`config.mk`:
```
export PLATFORM = sky130hd
export DESIGN_NAME = ps2_scan_fifo_rx
export DESIGN_NICKNAME = d
export VERILOG_FILES = /design/src/rtl/ps2_scan_fifo_rx_pkg.sv /design/src/rtl/ps2_scan_fifo_rx_event_fifo.sv /design/src/rtl/ps2_scan_fifo_rx.sv
export SDC_FILE = /design/constraint.sdc
export NUM_CORES = 1
export LEC_CHECK = 0
export BUFFER_PORTS_ARGS = -buffer_cell sky130_fd_sc_hd__clkbuf_2
export CAP_MARGIN = 20
export CELL_PAD_IN_SITES_DETAIL_PLACEMENT = 0
export CELL_PAD_IN_SITES_GLOBAL_PLACEMENT = 1
export CORE_ASPECT_RATIO = 1.2
export CORE_UTILIZATION = 46
export CTS_CLUSTER_DIAMETER = 60
export DETAILED_ROUTE_END_ITERATION = 8
export GPL_ROUTABILITY_DRIVEN = 0
export GPL_TIMING_DRIVEN = 0
export MAX_ROUTING_LAYER = met4
export PLACE_DENSITY = 0.78
export SETUP_SLACK_MARGIN = 0.02
export SYNTH_ARGS = -nofsm -noshare
export SYNTH_HDL_FRONTEND = slang
export SYNTH_HIERARCHICAL = 1
export SYNTH_SLANG_ARGS = --single-unit
```
`constraint.sdc`:
```
create_clock -name clk -period 2.85 [get_ports clk]
set_clock_uncertainty 0.15 [all_clocks]
set_input_delay 0 -clock clk [delete_from_list [all_inputs] [get_ports clk]]
set_output_delay 0 -clock clk [all_outputs]
set_load 0.02 [all_outputs]
```
`src/rtl/ps2_scan_fifo_rx_pkg.sv`:
```
// Shared types and constants for the PS/2 scan-code receiver (package ps2_pkg).
package ps2_pkg;

  localparam logic [7:0] PS2_EXT_PREFIX = 8'hE0;
  localparam logic [7:0] PS2_BRK_PREFIX = 8'hF0;

  typedef enum logic [1:0] {
    IDLE   = 2'd0,
    DATA   = 2'd1,
    PARITY = 2'd2,
    STOP   = 2'd3
  } ps2_state_t;

  typedef struct packed {
    logic       ext;
    logic       brk;
    logic [7:0] code;
  } ps2_event_t;

endpackage

```
`src/rtl/ps2_scan_fifo_rx_event_fifo.sv`:
```
// First-word-fall-through event FIFO with MSB-compared wrap pointers and a
// one-cycle overflow pulse when a push is dropped.
module ps2_event_fifo #(
  parameter int DEPTH = 8,
  parameter int WIDTH = 10
) (
  input  logic             clk,
  input  logic             rst,
  input  logic             i_push,
  input  logic [WIDTH-1:0] i_data,
  input  logic             i_pop,
  output logic [WIDTH-1:0] o_data,
  output logic             o_empty,
  output logic             o_full,
  output logic             o_ovf
);

  localparam int AW = $clog2(DEPTH);

  logic [AW:0]      r_wr_ptr;
  logic [AW:0]      r_rd_ptr;
  logic             r_ovf;
  logic [WIDTH-1:0] r_mem [DEPTH];
  logic             w_do_pop;
  logic             w_do_push;

  assign o_empty   = (r_wr_ptr == r_rd_ptr);
  assign o_full    = (r_wr_ptr[AW] != r_rd_ptr[AW]) &&
                     (r_wr_ptr[AW-1:0] == r_rd_ptr[AW-1:0]);
  assign w_do_pop  = i_pop && !o_empty;
  // A pop in the same cycle frees the slot the push needs.
  assign w_do_push = i_push && (!o_full || w_do_pop);

  always_ff @(posedge clk) begin
    if (rst) begin
      r_wr_ptr <= '0;
      r_rd_ptr <= '0;
      r_ovf    <= 1'b0;
    end else begin
      if (w_do_push) r_wr_ptr <= r_wr_ptr + 1'b1;
      if (w_do_pop)  r_rd_ptr <= r_rd_ptr + 1'b1;
      r_ovf <= i_push && !w_do_push;
    end
  end

  always_ff @(posedge clk) begin
    if (w_do_push) r_mem[r_wr_ptr[AW-1:0]] <= i_data;
  end

  assign o_data = o_empty ? '0 : r_mem[r_rd_ptr[AW-1:0]];
  assign o_ovf  = r_ovf;

endmodule

```
`src/rtl/ps2_scan_fifo_rx.sv`:
```
// PS/2 keyboard receiver: clock filter, frame FSM, E0/F0 decoder, event FIFO.
// Define PS2_BREAK_EVENTS_EN to queue break events; otherwise F0 codes are dropped.
//
// state  | meaning
// IDLE   | waiting for a start bit (0) on a strobe
// DATA   | shifting 8 data bits, LSB first
// PARITY | capturing the parity bit
// STOP   | checking stop bit and odd parity, then back to IDLE
module ps2_scan_fifo_rx
  import ps2_pkg::*;
#(
  parameter int FILTER_LEN  = 8,
  parameter int DEPTH       = 8,
  parameter int TIMEOUT_CYC = 50000
) (
  input  logic       clk,
  input  logic       rst,
  input  logic       ps2d,
  input  logic       ps2c,
  input  logic       EN,
  input  logic       rd,
  output logic [7:0] dato,
  output logic       ext,
  output logic       brk,
  output logic       valid,
  output logic       correct,
  output logic       par_err,
  output logic       ovf
);

  localparam int CW = $clog2(FILTER_LEN);
  localparam int WW = $clog2(TIMEOUT_CYC);

  logic          r_c_s1, r_c_s2, r_d_s1, r_d_s2;
  logic          r_c_flt;
  logic [CW-1:0] r_flt_cnt;
  logic [WW-1:0] r_wdog;
  ps2_state_t    r_state, w_state_nx;
  logic [7:0]    r_shift;
  logic [2:0]    r_bitcnt;
  logic          r_par;
  logic          r_res_good, r_correct, r_par_err;
  logic [7:0]    r_res_byte;
  logic          r_ext_pend, r_brk_pend;

  logic          w_flip, w_strobe, w_done, w_abort, w_frame_ok;
  logic          w_is_prefix, w_push, w_empty, w_full;
  ps2_event_t    w_evt, w_head;

  always_ff @(posedge clk) begin
    if (rst) begin
      r_c_s1 <= 1'b1;
      r_c_s2 <= 1'b1;
      r_d_s1 <= 1'b1;
      r_d_s2 <= 1'b1;
    end else begin
      r_c_s1 <= ps2c;
      r_c_s2 <= r_c_s1;
      r_d_s1 <= ps2d;
      r_d_s2 <= r_d_s1;
    end
  end

  // Down-counter of consecutive differing samples; terminal count flips the filter.
  assign w_flip   = (r_c_s2 != r_c_flt) && (r_flt_cnt == '0);
  assign w_strobe = w_flip && r_c_flt;

  always_ff @(posedge clk) begin
    if (rst) begin
      r_c_flt   <= 1'b1;
      r_flt_cnt <= CW'(FILTER_LEN - 1);
    end else if (r_c_s2 == r_c_flt) begin
      r_flt_cnt <= CW'(FILTER_LEN - 1);
    end else if (w_flip) begin
      r_c_flt   <= r_c_s2;
      r_flt_cnt <= CW'(FILTER_LEN - 1);
    end else begin
      r_flt_cnt <= r_flt_cnt - 1'b1;
    end
  end

  always_ff @(posedge clk) begin
    if (rst || !EN || w_strobe || r_state == IDLE) r_wdog <= WW'(TIMEOUT_CYC - 1);
    else if (r_wdog != '0)                           r_wdog <= r_wdog - 1'b1;
  end

  always_ff @(posedge clk) begin
    if (rst) r_state <= IDLE;
    else     r_state <= w_state_nx;
  end

  always_comb begin
    w_state_nx = r_state;
    w_done     = 1'b0;
    w_abort    = 1'b0;
    if (!EN) begin
      w_state_nx = IDLE;
    end else if (w_strobe) begin
      case (r_state)
        IDLE:    if (!r_d_s2) w_state_nx = DATA;
        DATA:    if (r_bitcnt == 3'd7) w_state_nx = PARITY;
        PARITY:  w_state_nx = STOP;
        STOP: begin
          w_state_nx = IDLE;
          w_done     = 1'b1;
        end
        default: w_state_nx = IDLE;
      endcase
    end else if (r_state != IDLE && r_wdog == '0) begin
      w_state_nx = IDLE;
      w_abort    = 1'b1;
    end
  end

  always_ff @(posedge clk) begin
    if (rst) begin
      r_shift  <= '0;
      r_bitcnt <= '0;
      r_par    <= 1'b0;
    end else if (EN && w_strobe) begin
      case (r_state)
        IDLE:   r_bitcnt <= '0;
        DATA: begin
          r_shift  <= {r_d_s2, r_shift[7:1]};
          r_bitcnt <= r_bitcnt + 3'd1;
        end
        PARITY: r_par <= r_d_s2;
        default: ;
      endcase
    end
  end

  assign w_frame_ok = r_d_s2 && (^{r_shift, r_par});

  always_ff @(posedge clk) begin
    if (rst) begin
      r_res_good <= 1'b0;
      r_res_byte <= '0;
      r_correct  <= 1'b0;
      r_par_err  <= 1'b0;
    end else begin
      r_res_good <= w_done && w_frame_ok;
      r_par_err  <= (w_done && !w_frame_ok) || w_abort;
      if (w_done) begin
        r_res_byte <= r_shift;
        r_correct  <= w_frame_ok;
      end else if (w_abort) begin
        r_correct  <= 1'b0;
      end
    end
  end

  assign w_is_prefix = (r_res_byte == PS2_EXT_PREFIX) || (r_res_byte == PS2_BRK_PREFIX);

  always_comb begin
    w_evt.ext  = r_ext_pend;
    w_evt.code = r_res_byte;
    w_push     = 1'b0;
`ifdef PS2_BREAK_EVENTS_EN
    w_evt.brk  = r_brk_pend;
    if (r_res_good && !w_is_prefix) w_push = 1'b1;
`else
    w_evt.brk  = 1'b0;
    if (r_res_good && !w_is_prefix) w_push = !r_brk_pend;
`endif
  end

  // A rejected frame breaks any prefix chain in progress.
  always_ff @(posedge clk) begin
    if (rst || r_par_err) begin
      r_ext_pend <= 1'b0;
      r_brk_pend <= 1'b0;
    end else if (r_res_good) begin
      if (r_res_byte == PS2_EXT_PREFIX) begin
        r_ext_pend <= 1'b1;
      end else if (r_res_byte == PS2_BRK_PREFIX) begin
        r_brk_pend <= 1'b1;
      end else begin
        r_ext_pend <= 1'b0;
        r_brk_pend <= 1'b0;
      end
    end
  end

  ps2_event_fifo #(
    .DEPTH (DEPTH),
    .WIDTH ($bits(ps2_event_t))
  ) u_fifo (
    .clk     (clk),
    .rst     (rst),
    .i_push  (w_push),
    .i_data  (w_evt),
    .i_pop   (rd),
    .o_data  (w_head),
    .o_empty (w_empty),
    .o_full  (w_full),
    .o_ovf   (ovf)
  );

  assign dato    = w_head.code;
  assign ext     = w_head.ext;
  // Without break events the FIFO brk bit is only ever written 0.
  assign brk     = w_head.brk;
  assign valid   = !w_empty;
  assign correct = r_correct;
  assign par_err = r_par_err;

endmodule

```
[Word level (Yosys, flattened, before mapping)]
Memory sizes are Yosys's and may differ from the RTL's. A register that Yosys moved wholly into a read port is not among the register bits.
Index checks and enable logic that the tools add are counted.
W data, S select, Z words.
Operators by class
  add/sub/neg operators: 5
  eq/ne operators: 14
  multiplexer cells: 23
  bitwise operators: 3
  reductions and logical operators: 44
Operator list (number)
  $eq A8 B8 Y1 const B: 2
  $logic_not A16 Y1: 1
  $reduce_bool A16 Y1: 1
  $sub A16 B1 Y16 const B: 1
  $mux W1: 14
  $logic_and A1 B1 Y1: 12
  $reduce_and A2 Y1: 6
  $mux W10: 1
  $reduce_xor A9 Y1: 1
  $add A4 B1 Y4 const B: 2
  $mux W2: 4
  $pmux W2 S4: 1
  $reduce_bool A2 Y1: 4
  $logic_not A1 Y1: 7
  $logic_or A1 B1 Y1: 7
  $mux W3: 2
  $ne A3 B3 Y1 const B: 2
  $pmux W3 S2: 1
  $eq A2 B2 Y1 const B: 2
  $eq A4 B4 Y1: 1
  $add A3 B1 Y3 const B: 1
  $eq A3 B3 Y1: 1
  $eq A3 B3 Y1 const B: 1
  $logic_not A3 Y1: 1
  10 further kinds: 13
Word-level totals
  register bits: 60
  memory bits (writable): 72
  input port bits: 6
  memories: 1
Memories
  u_fifo.r_mem: depth 8, width 9, rd ports 1, clocked after Yosys merged registers in 1, write ports 1, RTL line ps2_scan_fifo_rx_event_fifo.sv:23  | logic [WIDTH-1:0] r_mem [DEPTH];

[Logic depth before layout (Yosys ltp)]
  word-level depth: 8
  mapped depth: 8
  depth with buffers taken out: 6

[Cells and area by module]
The synthesis kept the hierarchy.
Modules (own cells, without submodules)
  ps2_event_fifo: times used 1, cells each 200, area each 3711.1 um^2, sequential area each 2642.5 um^2
  ps2_scan_fifo_rx: times used 1, cells each 257, area each 2377.3 um^2, sequential area each 1021.0 um^2

[Worst setup path before layout]
Ideal clock, no wire load.
  path kind: flip-flop to flip-flop
  start: reg r_res_byte[3]
  end: mem u_fifo/r_mem[0][0] (netlist name), enable pin
  library setup time: 404 ps
  data arrival time: 2089 ps
  required time: 2296 ps
  path slack: 208 ps
  cell stages (with the launch flop): 6
  buffers on the path: 0
  clock period less this slack: 2642 ps
  path through: dfxtp_1 > nand4b_1 > o41ai_1 > nor2_1 > o21ai_0 > nor4_1
On the way
  longest elaborated chain between the ends: 8
  elaborated cells between the ends (all ways): 9
  classes of those cells: eq/ne: 2; mux: 3; reduce/logical: 4
RTL lines
  start, declared: RTL line ps2_scan_fifo_rx.sv:43  | logic [7:0] r_res_byte;
  start signal, assigned: RTL line ps2_scan_fifo_rx.sv:145  | r_res_byte <= r_shift;
  $eq A8 B8 Y1: RTL line ps2_scan_fifo_rx.sv:153  | assign w_is_prefix = (r_res_byte == PS2_EXT_PREFIX) || (r_res_byte == PS2_BRK_PREFIX);
  $logic_or A1 B1 Y1 (*): RTL line ps2_scan_fifo_rx.sv:153
  $logic_not A1 Y1 (*): RTL line ps2_scan_fifo_rx.sv:164  | if (r_res_good && !w_is_prefix) w_push = !r_brk_pend;
  $logic_and A1 B1 Y1 (*): RTL line ps2_scan_fifo_rx.sv:164
  $mux W1 (*): RTL line ps2_scan_fifo_rx.sv:164
  via w_push: RTL line ps2_scan_fifo_rx.sv:47  | logic w_is_prefix, w_push, w_empty, w_full;
  $logic_and A1 B1 Y1 (*): RTL line ps2_scan_fifo_rx_event_fifo.sv:32  | assign w_do_push = i_push && (!o_full || w_do_pop);
  $mux W1 (*): RTL line ps2_scan_fifo_rx_event_fifo.sv:47  | if (w_do_push) r_mem[r_wr_ptr[AW-1:0]] <= i_data;
  $mux W1 (implied by the code) (*): RTL line ps2_scan_fifo_rx_event_fifo.sv:47
  end, declared: RTL line ps2_scan_fifo_rx_event_fifo.sv:23
The timed path passes the listed nets; every way through them passes the cells marked *.

[Worst setup path in the final report]
  start: reg r_res_byte[3]
  end: mem u_fifo/r_mem[5][4] (netlist name), enable pin
Same word-level chain as after synthesis.

==> impl_metrics.ini <==
[synth]
synth_cell_types = 63
synth-seq-cells = 143
yosysTopAreaCell = edfxtp_1
ys_seq_area_share_pct = 60.2
syn_inst = 457
postSynthAreaPerCell_um2 = 13.3
synthesis.area_um2 = 6090
yosys-top-cells-area = edfxtp_1, dfxtp_1, mux4_2
synth_edf_count = 80
synth-main-ff-cell = edfxtp_1
ys_warn_count = 6
synthArstFlopShare_pct = 0
synth.top_cell.area_share_pct = 39.5

[layout]
fin_cells = 688
synthToLayoutAreaGrowth_pct = 17.3
nNetsFinal = 528
antennaDiodeCount = 0
final_core_util_pct = 55.9
drive_gt1_share_pct = 21.4

[grt]
grt_usage_pct = 19.4
grt_pass1_vias = 3814
grt_max_degree = 17
overflow = 0
grt_first_pass_wirelength_um = 19200
antenna_found_initial = 0

[clock_network]
htreeDepth = 4
cts_max_path_buffers = 2
cts_sinks = 143
cts_tree = done
clockRootBuffer = clkbuf_16
clk_latency_ns = 0.41
cts.reportedPaths.clkPinSlew_ns = 0.06
numCtsBuffers = 17

[worst_hold_path]
holdCritPathClass = in -> reg
min_from = ps2d
hold_end = r_d_s1
whs_path_depth = 3

[sta]
rsz0062_at_grt = false
setup_violations = 0
hold_violations = 0
tightest_slew_ns = 0.867
fin_crit_sh_pct = 93.1
fmax_ghz = 0.377
relSlewSlack_pct = 42.2
min_period_ns = 2.65
slew_viol_final = 0
layout_setup_ws_ns = 0.196

[critical_path]
setup.worst_path.class = reg -> reg
cp_max_fo = 10
arrival_ns = 2.62
reg2reg_depth = 6
r2r-start = r_res_byte[3]
crit_path_end_kind = flip-flop
start_kind = flip-flop
crit_required_ns = 2.81
rrSetupSlack_ns = 0.20
rr_endpoint = u_fifo/r_mem[5][4]

[route]
antenna_left = 0
met3_length_um = 261
initialDrtViolationCount = 169
wl_um = 11800
routedWlPerCell_um = 17.1
drcViolationCount = 0
dr.pass1.iters = 4
met2_length_um = 6300
wl_met1_um = 5090
vias_per_cell = 5.43
highest_layer = met4
via_count = 3735

[power]
p_clk_share_pct = 49.5
pwr-share-comb_pct = 0.8
seq_power_share_pct = 49.7
p_switching_mw = 0.871
switching_share_pct = 20.0
power_mw = 4.35
p_int_mw = 3.48
ir_drop_mv = 0.357
power_density_nw_per_um2 = 609
leakage_nw = 2.62

[floorplan]
die_w_um = 107
start_util_pct = 47.6
dieArea_um2 = 13700
rows = 45
die_h_um = 128
io_pins = 20
core_area_um2 = 12800

[placed_design]
dp_cells = 651
dp_hpwl_um = 7960
io_buffers = 18
pre_cts_ws_ns = -0.0647

[flow_run]
maxCapViolCount = 0

[status]
status = finished clean
## critical path: stages (launching register included)
cell	delay [ns]
dfxtp_1	0.50
nand4b_1	0.18
o41ai_1	0.10
nor2_1	0.36
o211ai_1	0.26
nor2_1	0.59
buf_6	0.23
## Yosys cell counts (all sizes together), types with 6 or more instances
cell type and instances:
xnor2 7, inv 14, ha 11, dfxtp 63
o21ai 11, xor2 6, or4 6, nor2 52
a21oi 15, mux4 20, clkbuf 9, nand3 11
nand2b 8, nor3 8, mux2i 31, or2 9
nand2 12, edfxtp 80, o31ai 6, buf 11
or3 10
## kinds of logic (layout without fill, tap and decap cells)
kind of cell	after synthesis	after routing	synth area share, %
compound gates	53	53	6.10
xor+xnor	15	15	2.86
fa+ha+maj	11	11	2.26
buf+inv	34	94	2.47
flops	143	143	60.2
mux	53	53	12.9
other cells	1	8	0.0616
simple gates	147	147	13.2
## final cells by class
type / count / area (um2)
fillers: 1050 / 5640
flip-flops and latches: 143 / 3660
multi-input cells: 287 / 2340
clock buffers: 18 / 429
well taps: 164 / 205
repair buffers: 28 / 189
clock inverters: 14 / 158
plain buffers: 20 / 97.6
inverters: 14 / 52.6
## worst max path at each step
| stage | slack, ns | to | from |
|---|---|---|---|
| 2_1_floorplan | 0.21 | u_fifo/r_mem[0][0] | r_res_byte[3] |
| 3_3_place_gp | -0.95 | u_fifo/r_mem[0][5] | r_res_byte[3] |
| 3_5_place_dp | -0.06 | u_fifo/r_mem[1][3] | r_res_byte[3] |
| 4_1_cts | -0.09 | u_fifo/r_mem[1][7] | r_res_byte[3] |
| 5_1_grt | 0.02 | par_err | r_wdog[0] |
| 6_report | 0.20 | u_fifo/r_mem[5][4] | r_res_byte[3] |
## flip-flops by register name (all words and copies together), names as in the netlist, 3 cells and up, named ones only
name             count
r_res_byte           8
r_bitcnt             3
u_fifo/r_mem        80
u_fifo/r_wr_ptr      4
r_wdog              16
r_flt_cnt            3
u_fifo/r_rd_ptr      4
r_shift              8
## placed cells by master, fill, tap and decap left out, types with 12 or more instances in the layout
master / instances
nor2_1: 51
inv_1: 13
nand2_1: 12
clkbuf_2: 19
dfxtp_1: 63
edfxtp_1: 80
mux4_2: 20
mux2i_1: 31
a21oi_1: 14
clkbuf_16: 17
## power by group through the flow
stage	sequential, mW	clock (mW)	combinational [mW]
2_1_floorplan	2.21	0	0.0180
3_3_place_gp	2.21	0	0.0287
3_5_place_dp	2.21	0	0.0289
4_1_cts	2.16	2.21	0.0344
5_1_grt	2.16	2.29	0.0389
6_report	2.16	2.15	0.0343
## through the flow
step           setup TNS (ns)  hold slack [ns]  instance area [um2]
2_1_floorplan               0          -0.0464                 6110
3_3_place_gp           -28.58           0.0361                 6410
3_5_place_dp            -1.01           0.0378                 6480
4_1_cts                -0.981            0.148                 7120
5_1_grt                     0            0.154                 7140
6_report                    0            0.168                 7140
## metal layers
layer | vias up | global-route usage [%]
met4 | 0 | 7.49
met2 | 46 | 33.4
li1 | 1823 | -
met1 | 1855 | 21.8
met5 | - | -
met3 | 11 | 4.27
## timing repair
action	in CTS	in global routing
hold buffers	5	0
endpoints found under the setup margin	27	17
buffers inserted	0	0
resized for setup	1	3
pin swaps	0	0
endpoints found under the hold margin	20	0
(Power assumes the default switching activity.)
